`src/rtl/sdram_pkg.sv`:
```
// Shared types and constants for the SDRAM Avalon bridge.
// SDRAM_BRIDGE_TIMEOUT_EN enables the transaction timeout in the bridge top.
package sdram_pkg;

    localparam int unsigned SDRAM_ADDR_W = 32'd23;
    localparam int unsigned SDRAM_DATA_W = 32'd16;

    localparam logic [15:0] SDRAM_INIT_CYCLES    = 16'd10000;
    localparam logic [15:0] SDRAM_TIMEOUT_CYCLES = 16'd4096;

    typedef enum logic [1:0] {
        IDLE    = 2'd0,
        ISSUE   = 2'd1,
        RD_WAIT = 2'd2,
        DONE    = 2'd3
    } sdram_state_t;

endpackage

```
`src/rtl/sdram_avalon_bridge_if.sv`:
```
// Avalon-MM bus between the bridge (master) and the vendor SDRAM controller (slave).
interface sdram_avalon_bridge_if;
    import sdram_pkg::*;

    logic [SDRAM_ADDR_W-1:0] avm_address;
    logic                    avm_read;
    logic                    avm_write;
    logic [SDRAM_DATA_W-1:0] avm_writedata;
    logic [1:0]              avm_byteenable;
    logic [SDRAM_DATA_W-1:0] avm_readdata;
    logic                    avm_readdatavalid;
    logic                    avm_waitrequest;

    modport master (
        output avm_address, avm_read, avm_write, avm_writedata, avm_byteenable,
        input  avm_readdata, avm_readdatavalid, avm_waitrequest
    );

    modport slave (
        input  avm_address, avm_read, avm_write, avm_writedata, avm_byteenable,
        output avm_readdata, avm_readdatavalid, avm_waitrequest
    );

endinterface

```
`src/rtl/sdram_init_timer.sv`:
```
// Post-lock settle timer: ready rises once pll_locked has been stable for INIT_CYCLES clocks.
module sdram_init_timer
    import sdram_pkg::*;
#(
    parameter logic [15:0] INIT_CYCLES = SDRAM_INIT_CYCLES
) (
    input  logic clk,
    input  logic rst_l,
    input  logic pll_locked,
    output logic ready
);

    logic [15:0] count_r;

    // Saturating settle counter; any loss of lock restarts the interval.
    always_ff @(posedge clk or negedge rst_l) begin
        if (!rst_l) begin
            count_r <= 16'd0;
            ready   <= 1'b0;
        end else if (!pll_locked) begin
            count_r <= 16'd0;
            ready   <= 1'b0;
        end else begin
            if (count_r != INIT_CYCLES) begin
                count_r <= count_r + 16'd1;
            end else begin
                count_r <= count_r;
            end
            ready <= (count_r == INIT_CYCLES);
        end
    end

endmodule

```
`src/rtl/sdram_avalon_bridge.sv`:
```
// Converts single-word as/rw requests into Avalon-MM transactions, one outstanding at a time.
// Optional transaction timeout and error flag: define SDRAM_BRIDGE_TIMEOUT_EN.
module sdram_avalon_bridge
    import sdram_pkg::*;
#(
    parameter logic [15:0] INIT_CYCLES    = SDRAM_INIT_CYCLES,
    parameter logic [15:0] TIMEOUT_CYCLES = SDRAM_TIMEOUT_CYCLES
) (
    input  logic                    clk,
    input  logic                    rst_l,
    input  logic                    pll_locked,
    output logic                    ready,
    input  logic                    as,
    input  logic                    rw,
    input  logic [SDRAM_ADDR_W-1:0] addr,
    input  logic [SDRAM_DATA_W-1:0] data_write,
    output logic [SDRAM_DATA_W-1:0] data_read,
    output logic                    done,
    output logic                    err,
    sdram_avalon_bridge_if.master   avm
);

    sdram_state_t            state_r;
    logic                    rw_r;
    logic [SDRAM_ADDR_W-1:0] address_r;
    logic [SDRAM_DATA_W-1:0] writedata_r;
    logic [SDRAM_DATA_W-1:0] data_read_r;
    logic                    read_r;
    logic                    write_r;
    logic                    done_r;
    logic                    timeout_s;

    sdram_init_timer #(
        .INIT_CYCLES (INIT_CYCLES)
    ) u_init_timer (
        .clk        (clk),
        .rst_l      (rst_l),
        .pll_locked (pll_locked),
        .ready      (ready)
    );

    // The latched request doubles as the Avalon address/data registers.
    assign avm.avm_address    = address_r;
    assign avm.avm_writedata  = writedata_r;
    assign avm.avm_read       = read_r;
    assign avm.avm_write      = write_r;
    assign avm.avm_byteenable = 2'b11;
    assign data_read          = data_read_r;
    assign done               = done_r;

`ifdef SDRAM_BRIDGE_TIMEOUT_EN
    logic [15:0] tmo_count_r;
    logic        err_r;
    logic        tmo_fire_s;
    logic        stray_s;

    assign timeout_s  = (tmo_count_r == (TIMEOUT_CYCLES - 16'd1));
    assign tmo_fire_s = timeout_s &&
                        (((state_r == ISSUE) && avm.avm_waitrequest) ||
                         ((state_r == RD_WAIT) && !avm.avm_readdatavalid));
    // Read data is only legitimate in RD_WAIT or on a zero-latency read acceptance.
    assign stray_s    = avm.avm_readdatavalid &&
                        !((state_r == RD_WAIT) ||
                          ((state_r == ISSUE) && !rw_r && !avm.avm_waitrequest));
    assign err        = err_r;

    // Per-transaction cycle counter and sticky error flag.
    always_ff @(posedge clk or negedge rst_l) begin
        if (!rst_l) begin
            tmo_count_r <= 16'd0;
            err_r       <= 1'b0;
        end else begin
            if (state_r == IDLE) begin
                tmo_count_r <= 16'd0;
            end else if ((state_r == ISSUE) || (state_r == RD_WAIT)) begin
                tmo_count_r <= tmo_count_r + 16'd1;
            end else begin
                tmo_count_r <= tmo_count_r;
            end
            if (tmo_fire_s || stray_s) begin
                err_r <= 1'b1;
            end else begin
                err_r <= err_r;
            end
        end
    end
`else
    logic unused_timeout_s;

    assign timeout_s        = 1'b0;
    assign err              = 1'b0;
    assign unused_timeout_s = ^TIMEOUT_CYCLES;
`endif

    // Transaction FSM with registered Avalon commands and completion outputs.
    always_ff @(posedge clk or negedge rst_l) begin
        if (!rst_l) begin
            state_r     <= IDLE;
            rw_r        <= 1'b0;
            address_r   <= '0;
            writedata_r <= '0;
            data_read_r <= '0;
            read_r      <= 1'b0;
            write_r     <= 1'b0;
            done_r      <= 1'b0;
        end else begin
            done_r <= 1'b0;
            case (state_r)
                IDLE: begin
                    if (as && ready) begin
                        rw_r        <= rw;
                        address_r   <= addr;
                        writedata_r <= data_write;
                        read_r      <= !rw;
                        write_r     <= rw;
                        state_r     <= ISSUE;
                    end else begin
                        state_r <= IDLE;
                    end
                end
                ISSUE: begin
                    if (!avm.avm_waitrequest) begin
                        read_r  <= 1'b0;
                        write_r <= 1'b0;
                        if (rw_r) begin
                            done_r  <= 1'b1;
                            state_r <= DONE;
                        end else if (avm.avm_readdatavalid) begin
                            data_read_r <= avm.avm_readdata;
                            done_r      <= 1'b1;
                            state_r     <= DONE;
                        end else begin
                            state_r <= RD_WAIT;
                        end
                    end else if (timeout_s) begin
                        read_r      <= 1'b0;
                        write_r     <= 1'b0;
                        data_read_r <= 16'h0000;
                        done_r      <= 1'b1;
                        state_r     <= DONE;
                    end else begin
                        state_r <= ISSUE;
                    end
                end
                RD_WAIT: begin
                    if (avm.avm_readdatavalid) begin
                        data_read_r <= avm.avm_readdata;
                        done_r      <= 1'b1;
                        state_r     <= DONE;
                    end else if (timeout_s) begin
                        data_read_r <= 16'h0000;
                        done_r      <= 1'b1;
                        state_r     <= DONE;
                    end else begin
                        state_r <= RD_WAIT;
                    end
                end
                DONE: begin
                    state_r <= IDLE;
                end
                default: begin
                    state_r <= IDLE;
                end
            endcase
        end
    end

endmodule
```
`src/flat_wrapper.sv`:
```
// flat-port wrapper written by rule: the top's interface ports become plain ports
module sdram_avalon_bridge_flat import sdram_pkg::*;
#(
    parameter logic [15:0] INIT_CYCLES    = SDRAM_INIT_CYCLES,
    parameter logic [15:0] TIMEOUT_CYCLES = SDRAM_TIMEOUT_CYCLES
)
  (clk, rst_l, pll_locked, ready, as, rw, addr, data_write, data_read, done, err, avm_avm_address, avm_avm_read, avm_avm_write, avm_avm_writedata, avm_avm_byteenable, avm_avm_readdata, avm_avm_readdatavalid, avm_avm_waitrequest);
  sdram_avalon_bridge_if avm_i ();
  input  logic clk;
  input  logic rst_l;
  input  logic pll_locked;
  output logic ready;
  input  logic as;
  input  logic rw;
  input  logic [SDRAM_ADDR_W-1:0] addr;
  input  logic [SDRAM_DATA_W-1:0] data_write;
  output logic [SDRAM_DATA_W-1:0] data_read;
  output logic done;
  output logic err;
  output wire logic [$bits(avm_i.avm_address)-1:0] avm_avm_address;
  output wire logic [$bits(avm_i.avm_read)-1:0] avm_avm_read;
  output wire logic [$bits(avm_i.avm_write)-1:0] avm_avm_write;
  output wire logic [$bits(avm_i.avm_writedata)-1:0] avm_avm_writedata;
  output wire logic [$bits(avm_i.avm_byteenable)-1:0] avm_avm_byteenable;
  input wire logic [$bits(avm_i.avm_readdata)-1:0] avm_avm_readdata;
  input wire logic [$bits(avm_i.avm_readdatavalid)-1:0] avm_avm_readdatavalid;
  input wire logic [$bits(avm_i.avm_waitrequest)-1:0] avm_avm_waitrequest;
  assign avm_avm_address = avm_i.avm_address;
  assign avm_avm_read = avm_i.avm_read;
  assign avm_avm_write = avm_i.avm_write;
  assign avm_avm_writedata = avm_i.avm_writedata;
  assign avm_avm_byteenable = avm_i.avm_byteenable;
  assign avm_i.avm_readdata = avm_avm_readdata;
  assign avm_i.avm_readdatavalid = avm_avm_readdatavalid;
  assign avm_i.avm_waitrequest = avm_avm_waitrequest;
  sdram_avalon_bridge #(.INIT_CYCLES(INIT_CYCLES), .TIMEOUT_CYCLES(TIMEOUT_CYCLES)) u_core (.clk(clk), .rst_l(rst_l), .pll_locked(pll_locked), .ready(ready), .as(as), .rw(rw), .addr(addr), .data_write(data_write), .data_read(data_read), .done(done), .err(err), .avm(avm_i));
endmodule
```
`config.mk`:
```
export PLATFORM = sky130hd
export DESIGN_NAME = sdram_avalon_bridge_flat
export DESIGN_NICKNAME = d
export VERILOG_FILES = /design/src/rtl/sdram_pkg.sv /design/src/rtl/sdram_avalon_bridge_if.sv /design/src/rtl/sdram_init_timer.sv /design/src/rtl/sdram_avalon_bridge.sv /design/src/flat_wrapper.sv
export SDC_FILE = /design/constraint.sdc
export NUM_CORES = 1
export LEC_CHECK = 0
export BUFFER_PORTS_ARGS = -buffer_cell sky130_fd_sc_hd__buf_2
export CAP_MARGIN = 20
export CORE_MARGIN = 2
export CORE_UTILIZATION = 45
export CTS_CLUSTER_DIAMETER = 100
export DETAILED_ROUTE_END_ITERATION = 7
export GPL_ROUTABILITY_DRIVEN = 0
export PLACE_DENSITY = 0.73
export SYNTH_ARGS = -nofsm -noshare
export SYNTH_HDL_FRONTEND = slang
export SYNTH_SLANG_ARGS = --single-unit
```
`constraint.sdc`:
```
create_clock -name clk -period 3.2 [get_ports clk]
set_input_delay 0.8 -clock clk [delete_from_list [all_inputs] [get_ports clk]]
set_output_delay 0.8 -clock clk [all_outputs]
set_load 0.02 [all_outputs]
```
# --- Word level (Yosys, flattened, before mapping) ---
# Cells that the tools add are included.
# Widths: inputs -> output; s select.
classes:
  add_sub_neg: 1
  multipliers: 0
  div_mod_pow: 0
  order_cmp: 0
  eq_ne: 9
  n_shift: 0
  n_mux: 21
  bitwise: 0
  n_reduce_logical: 8
ops:
  columns: ["operator", "count"]
  rows:
  - ["$mux 16", 5]
  - ["$pmux 16 s2", 1]
  - ["$add 16x1->16 const B", 1]
  - ["$eq 16x14->1 const B", 1]
  - ["$ne 16x14->1 const B", 1]
  - ["$mux 1", 9]
  - ["$pmux 2 s4", 1]
  - ["$pmux 1 s2", 3]
  - ["$reduce_and 3->1", 2]
  - ["$eq 2x2->1 const B", 2]
  - ["$mux 2", 2]
  - ["$ne 2x1->1 const B", 2]
  - ["$ne 2x2->1 const B", 2]
  - ["$reduce_bool 2->1", 2]
  - ["$eq 2x1->1 const B", 1]
  - ["$logic_not 2->1", 1]
  - ["$reduce_and 2->1", 1]
  - ["$logic_and 1x1->1", 1]
  - ["$logic_not 1->1", 1]
word_totals:
  regBits: 78
  latch_bits: 0
  ram_bits: 0
  rom_bits: 0
  in_bits: 62
  out_inout_bits: 62
  elab_cells: 49
  memories: 0

# --- Logic depth before layout (Yosys ltp) ---
depth:
  depth_word: 4
  depth_mapped: 7
  depth_no_buf: 6

# --- Cells and area by module ---
# From an unflattened synthesis, not the netlist that was laid out.
hier_totals:
  hier_cells: 242
  area_unflattened_um2: 3349.5
by_module_without_submodules:
  columns: ["mod", "n_inst", "cells_each", "area_per_inst_um2", "seq_area_each_um2"]
  rows:
  - ["sdram_avalon_bridge", 1, 153, 2444.8, 1526.5]
  - ["sdram_init_timer", 1, 89, 904.6, 425.4]

# --- Least setup slack after synthesis ---
# No wires, ideal clock.
synth_path:
  kind: "input-to-reg"
  startpoint: "in avm_avm_waitrequest"
  endpoint: "reg u_core.data_read_r[10] (netlist: u_core.data_read[10])"
  setup_ps: 128
  t_arrival_ps: 1685
  required_time_ps: 3072
  slack_ps: 1388
  cell_stages: 5
  n_path_buf: 1
  cell_sequence: "nor2_1 > mux2_2 > nand2_2 > buf_6 > mux2_1"
synth_via:
  elab_chain_cells: 2
synth_rtl:
  columns: ["item", "line_no", "rtl"]
  rows:
  - ["from (decl)", "flat_wrapper.sv:27", "input wire logic [$bits(avm_i.avm_waitrequest)-1:0] avm_avm_waitrequest;"]
  - ["$ne 2x2->1 (no line)", null, null]
  - ["$reduce_and 3->1 (no line)", null, null]
  - ["to (signal assigned)", "sdram_avalon_bridge.sv:129", "data_read_r <= avm.avm_readdata;"]
  - ["to (signal assigned)", "sdram_avalon_bridge.sv:147", "data_read_r <= avm.avm_readdata;"]
  - ["to (decl)", "sdram_avalon_bridge.sv:27", "logic [SDRAM_DATA_W-1:0] data_read_r;"]
# No other way between the ends.
# A chain may end at the register's enable or synchronous reset.

# --- Worst setup path after layout ---
layout_path:
  startpoint: "reg u_core.state_r[0]"
  endpoint: "reg u_core.writedata_r[4] (netlist: u_core.avm.avm_writedata[4])"
layout_via:
  elab_chain_cells: 2
layout_rtl:
  columns: ["item", "line_no", "rtl"]
  rows:
  - ["from (decl)", "sdram_avalon_bridge.sv:23", "sdram_state_t state_r;"]
  - ["from (signal assigned)", "sdram_avalon_bridge.sv:98", "state_r <= IDLE;"]
  - ["from (signal assigned)", "sdram_avalon_bridge.sv:116", "state_r <= ISSUE;"]
  - ["from (signal assigned)", "sdram_avalon_bridge.sv:118", "state_r <= IDLE;"]
  - ["$logic_not 2->1", "sdram_avalon_bridge.sv:108", "case (state_r)"]
  - ["$reduce_and 2->1 (no line)", null, null]
  - ["to (signal assigned)", "sdram_avalon_bridge.sv:113", "writedata_r <= data_write;"]
  - ["to (decl)", "sdram_avalon_bridge.sv:26", "logic [SDRAM_DATA_W-1:0] writedata_r;"]
# No other way between the ends.

==> metrics.yaml <==
floorplan:
  die_w_um: 89.1
  core_um2: 7140
  floorplan.initialDensity_pct: 45.7
  rows: 31
  dieArea_um2: 7940
  io_pins: 124
  die_y_um: 89.1
outcome:
  status: "finished clean"
clock_tree:
  cts_tree: "built"
  hold_buffers: 0
  cts_root_buf: "clkbuf_8"
  cts_buffer_depth: 2
  cts_buffers: 9
  clock-sinks: 78
  ctsResizeCount: 0
  postCtsSetupBuffers: 0
  insertion_delay_ns: 0.34
  clk_pin_slew_ns: 0.08
  htree_levels: 3
place:
  placed_area_um2: 3930
  post-dp-hpwl_mm: 4.31
  dp_slack_ns: 0.996
  placed_cells: 452
  io_buffers: 120
power:
  p_per_area_nw_per_um2: 598
  irDropWorstVdd_mv: 0.301
  power.total_mw: 2.50
  p_int_mw: 1.83
  p_sw_mw: 0.670
  comb_power_share_pct: 18.6
  swShare_pct: 26.8
  power.clock.fraction_pct: 35.4
  leakagePower_nw: 2.22
  p_seq_share_pct: 46.0
layout:
  final_common_cell: "buf_2"
  final_cell_mix: "buf_2 (119), dfrtp_1 (78), mux2_2 (47), nor2_1 (15)"
  nets: 431
  drive_gt1_share_pct: 51.6
  antenna_cells: 0
  utilization_pct: 58.5
  area_growth_pct: 28.1
  final_area_um2: 4180
  stdcell_count: 467
drt:
  drc_errors: 0
  via_count: 2259
  via_per_inst: 4.84
  wl_mm: 6.04
  drt_iter0_markers: 52
  routedWlPerCell_um: 12.9
  final_antenna_net_count: 0
  drtPass1Iterations: 4
sta:
  fmax_ghz: 0.494
  hold_ws_ns: 0.489
  max_slew_margin_pct: 37.3
  worst_slack_ns: 1.18
  fin_setup_tns_ns: 0
  maxSlewViolCount: 0
  period_minus_slack_ns: 2.02
  tightest_slew_ns: 0.940
  worst_clock_skew_ns: 0.0110
  hold_violations: 0
  timing.final.crit_share_pct: 63.2
  rsz0062_at_grt: "false"
  setup_viol: 0
synthesis:
  synth-edff-count: 0
  async_flop_share_pct: 100
  syn_area_um2: 3260
  synth_ff_type: "dfrtp_1"
  synth_cells: 241
  yosysSeqAreaShare_pct: 59.9
  synth_cell_types: 35
  synth-seq-cells: 78
  yosysWarnings: 0
  avgSynthCellArea_um2: 13.5
setup_path:
  r2r_end: "u_core.avm.avm_writedata[4]"
  rrSetupSlack_ns: 1.18
  r2r_cells: 5
  path_class: "register to register"
  worstPathArrival_ns: 2.24
  cp-end-kind: "register"
  required_ns: 3.42
  r2r_start: "u_core.state_r[0]"
  cp_max_fo: 25
  cp-start-kind: "register"
  slowest_delay_ns: 0.43
  path_cells: "inv_1 > ha_1 > nand3_2 > buf_4 > mux2_2"
  slowest_stage: "nand3_2"
worst_hold_path:
  holdPathStages: 1
  hold_path.class: "register to register"
  min_to: "u_core.data_read[11]"
  hp-start: "u_core.data_read[11]"
grt:
  grt_use_total_pct: 15.6
  antenna_found_initial: 0
  grt_pass1_vias: 2123
  overflow: 0
  grt_max_degree: 79
  grt_pass1_wl_mm: 9.53
job:
  cap_viol_max_count: 0
-- how the worst max path moves through the flow --
stage / slack [ns] / start / cells after the start / to
after floorplan: 1.39 / avm_avm_waitrequest / 5 / u_core.data_read[10]
after global placement: 1.04 / as / 4 / u_core.avm.avm_address[12]
after detailed placement: 1.0 / as / 4 / u_core.avm.avm_address[19]
after CTS: 1.13 / u_core.state_r[0] / 5 / u_core.avm.avm_writedata[4]
after global routing: 1.03 / u_core.state_r[0] / 5 / u_core.avm.avm_address[18]
final: 1.18 / u_core.state_r[0] / 5 / u_core.avm.avm_writedata[4]
-- layer usage --
metal	global-route usage, %	share of wire (%)	up-vias
li1	-	-	1073
met1	19.5	42	1117
met2	26.0	52	64
met3	3.42	5.2	5
met4	7.06	0.94	0
met5	0	0	-
-- sequential cells by signal, summed over array words and instances (netlist names), named ones only --
| register | count |
|---|---|
| u_core.data_read | 16 |
| u_core.done | 1 |
| u_core.avm.avm_read | 1 |
| u_core.rw_r | 1 |
| u_core.avm.avm_address | 23 |
| u_core.u_init_timer.count_r | 16 |
| u_core.avm.avm_write | 1 |
| u_core.avm.avm_writedata | 16 |
| u_core.u_init_timer.ready | 1 |
| u_core.state_r | 1 |
-- cell type report --
class	count	area (um^2)
well taps	99	124
multi-input cells	147	1220
repair buffers	121	611
inverters	7	26.3
fillers	662	2960
clock inverters	5	106
clock buffers	10	138
flip-flops and latches	78	1950
-- power by group through the flow --
stage	combinational (mW)	sequential, mW	clock (mW)
6_report	0.465	1.15	0.883
5_1_grt	0.515	1.16	0.949
4_1_cts	0.475	1.15	0.909
3_5_place_dp	0.474	1.17	0
3_3_place_gp	0.464	1.16	0
2_1_floorplan	0.151	1.30	0
-- worst max-delay path, delay by kind of cell, from the launching register on --
family | cells | cell delay [ns]
buf+inv | 2 | 0.51
simple gates | 1 | 0.43
flops | 1 | 0.41
mux | 1 | 0.31
fa+ha+maj | 1 | 0.24
-- Yosys cell counts, types with 2 or more instances --
library cell	instances	area, um^2
nand3_1	7	35.0
mux2_2	47	529
inv_1	6	22.5
nor4_2	3	37.5
xnor2_1	8	70.1
dfrtp_1	78	1950
a21oi_1	5	25.0
xor2_1	3	26.3
buf_6	2	22.5
mux2i_1	2	20.0
or3_1	3	18.8
buf_2	5	25.0
nand4_1	2	12.5
ha_1	5	62.6
mux2_1	10	113
nor2_1	15	56.3
conb_1	2	7.51
nand2_1	8	30.0
nor3_1	4	20.0
buf_4	3	22.5
o21ai_0	9	45.0
-- kinds of logic (layout without fill, tap and decap cells) --
logic type | Yosys count | after routing | share of synthesized area [%]
XOR/XNOR | 11 | 11 | 2.95
buffers and inverters | 17 | 143 | 2.95
multiplexers | 59 | 59 | 20.3
other | 2 | 3 | 0.230
flip-flops | 78 | 78 | 59.9
adder cells (fa/ha/maj) | 5 | 5 | 1.92
AND/OR/NAND/NOR | 52 | 52 | 8.90
AO/OA/AOI/OAI | 17 | 17 | 2.88
Power figures use the tool's default switching activity.
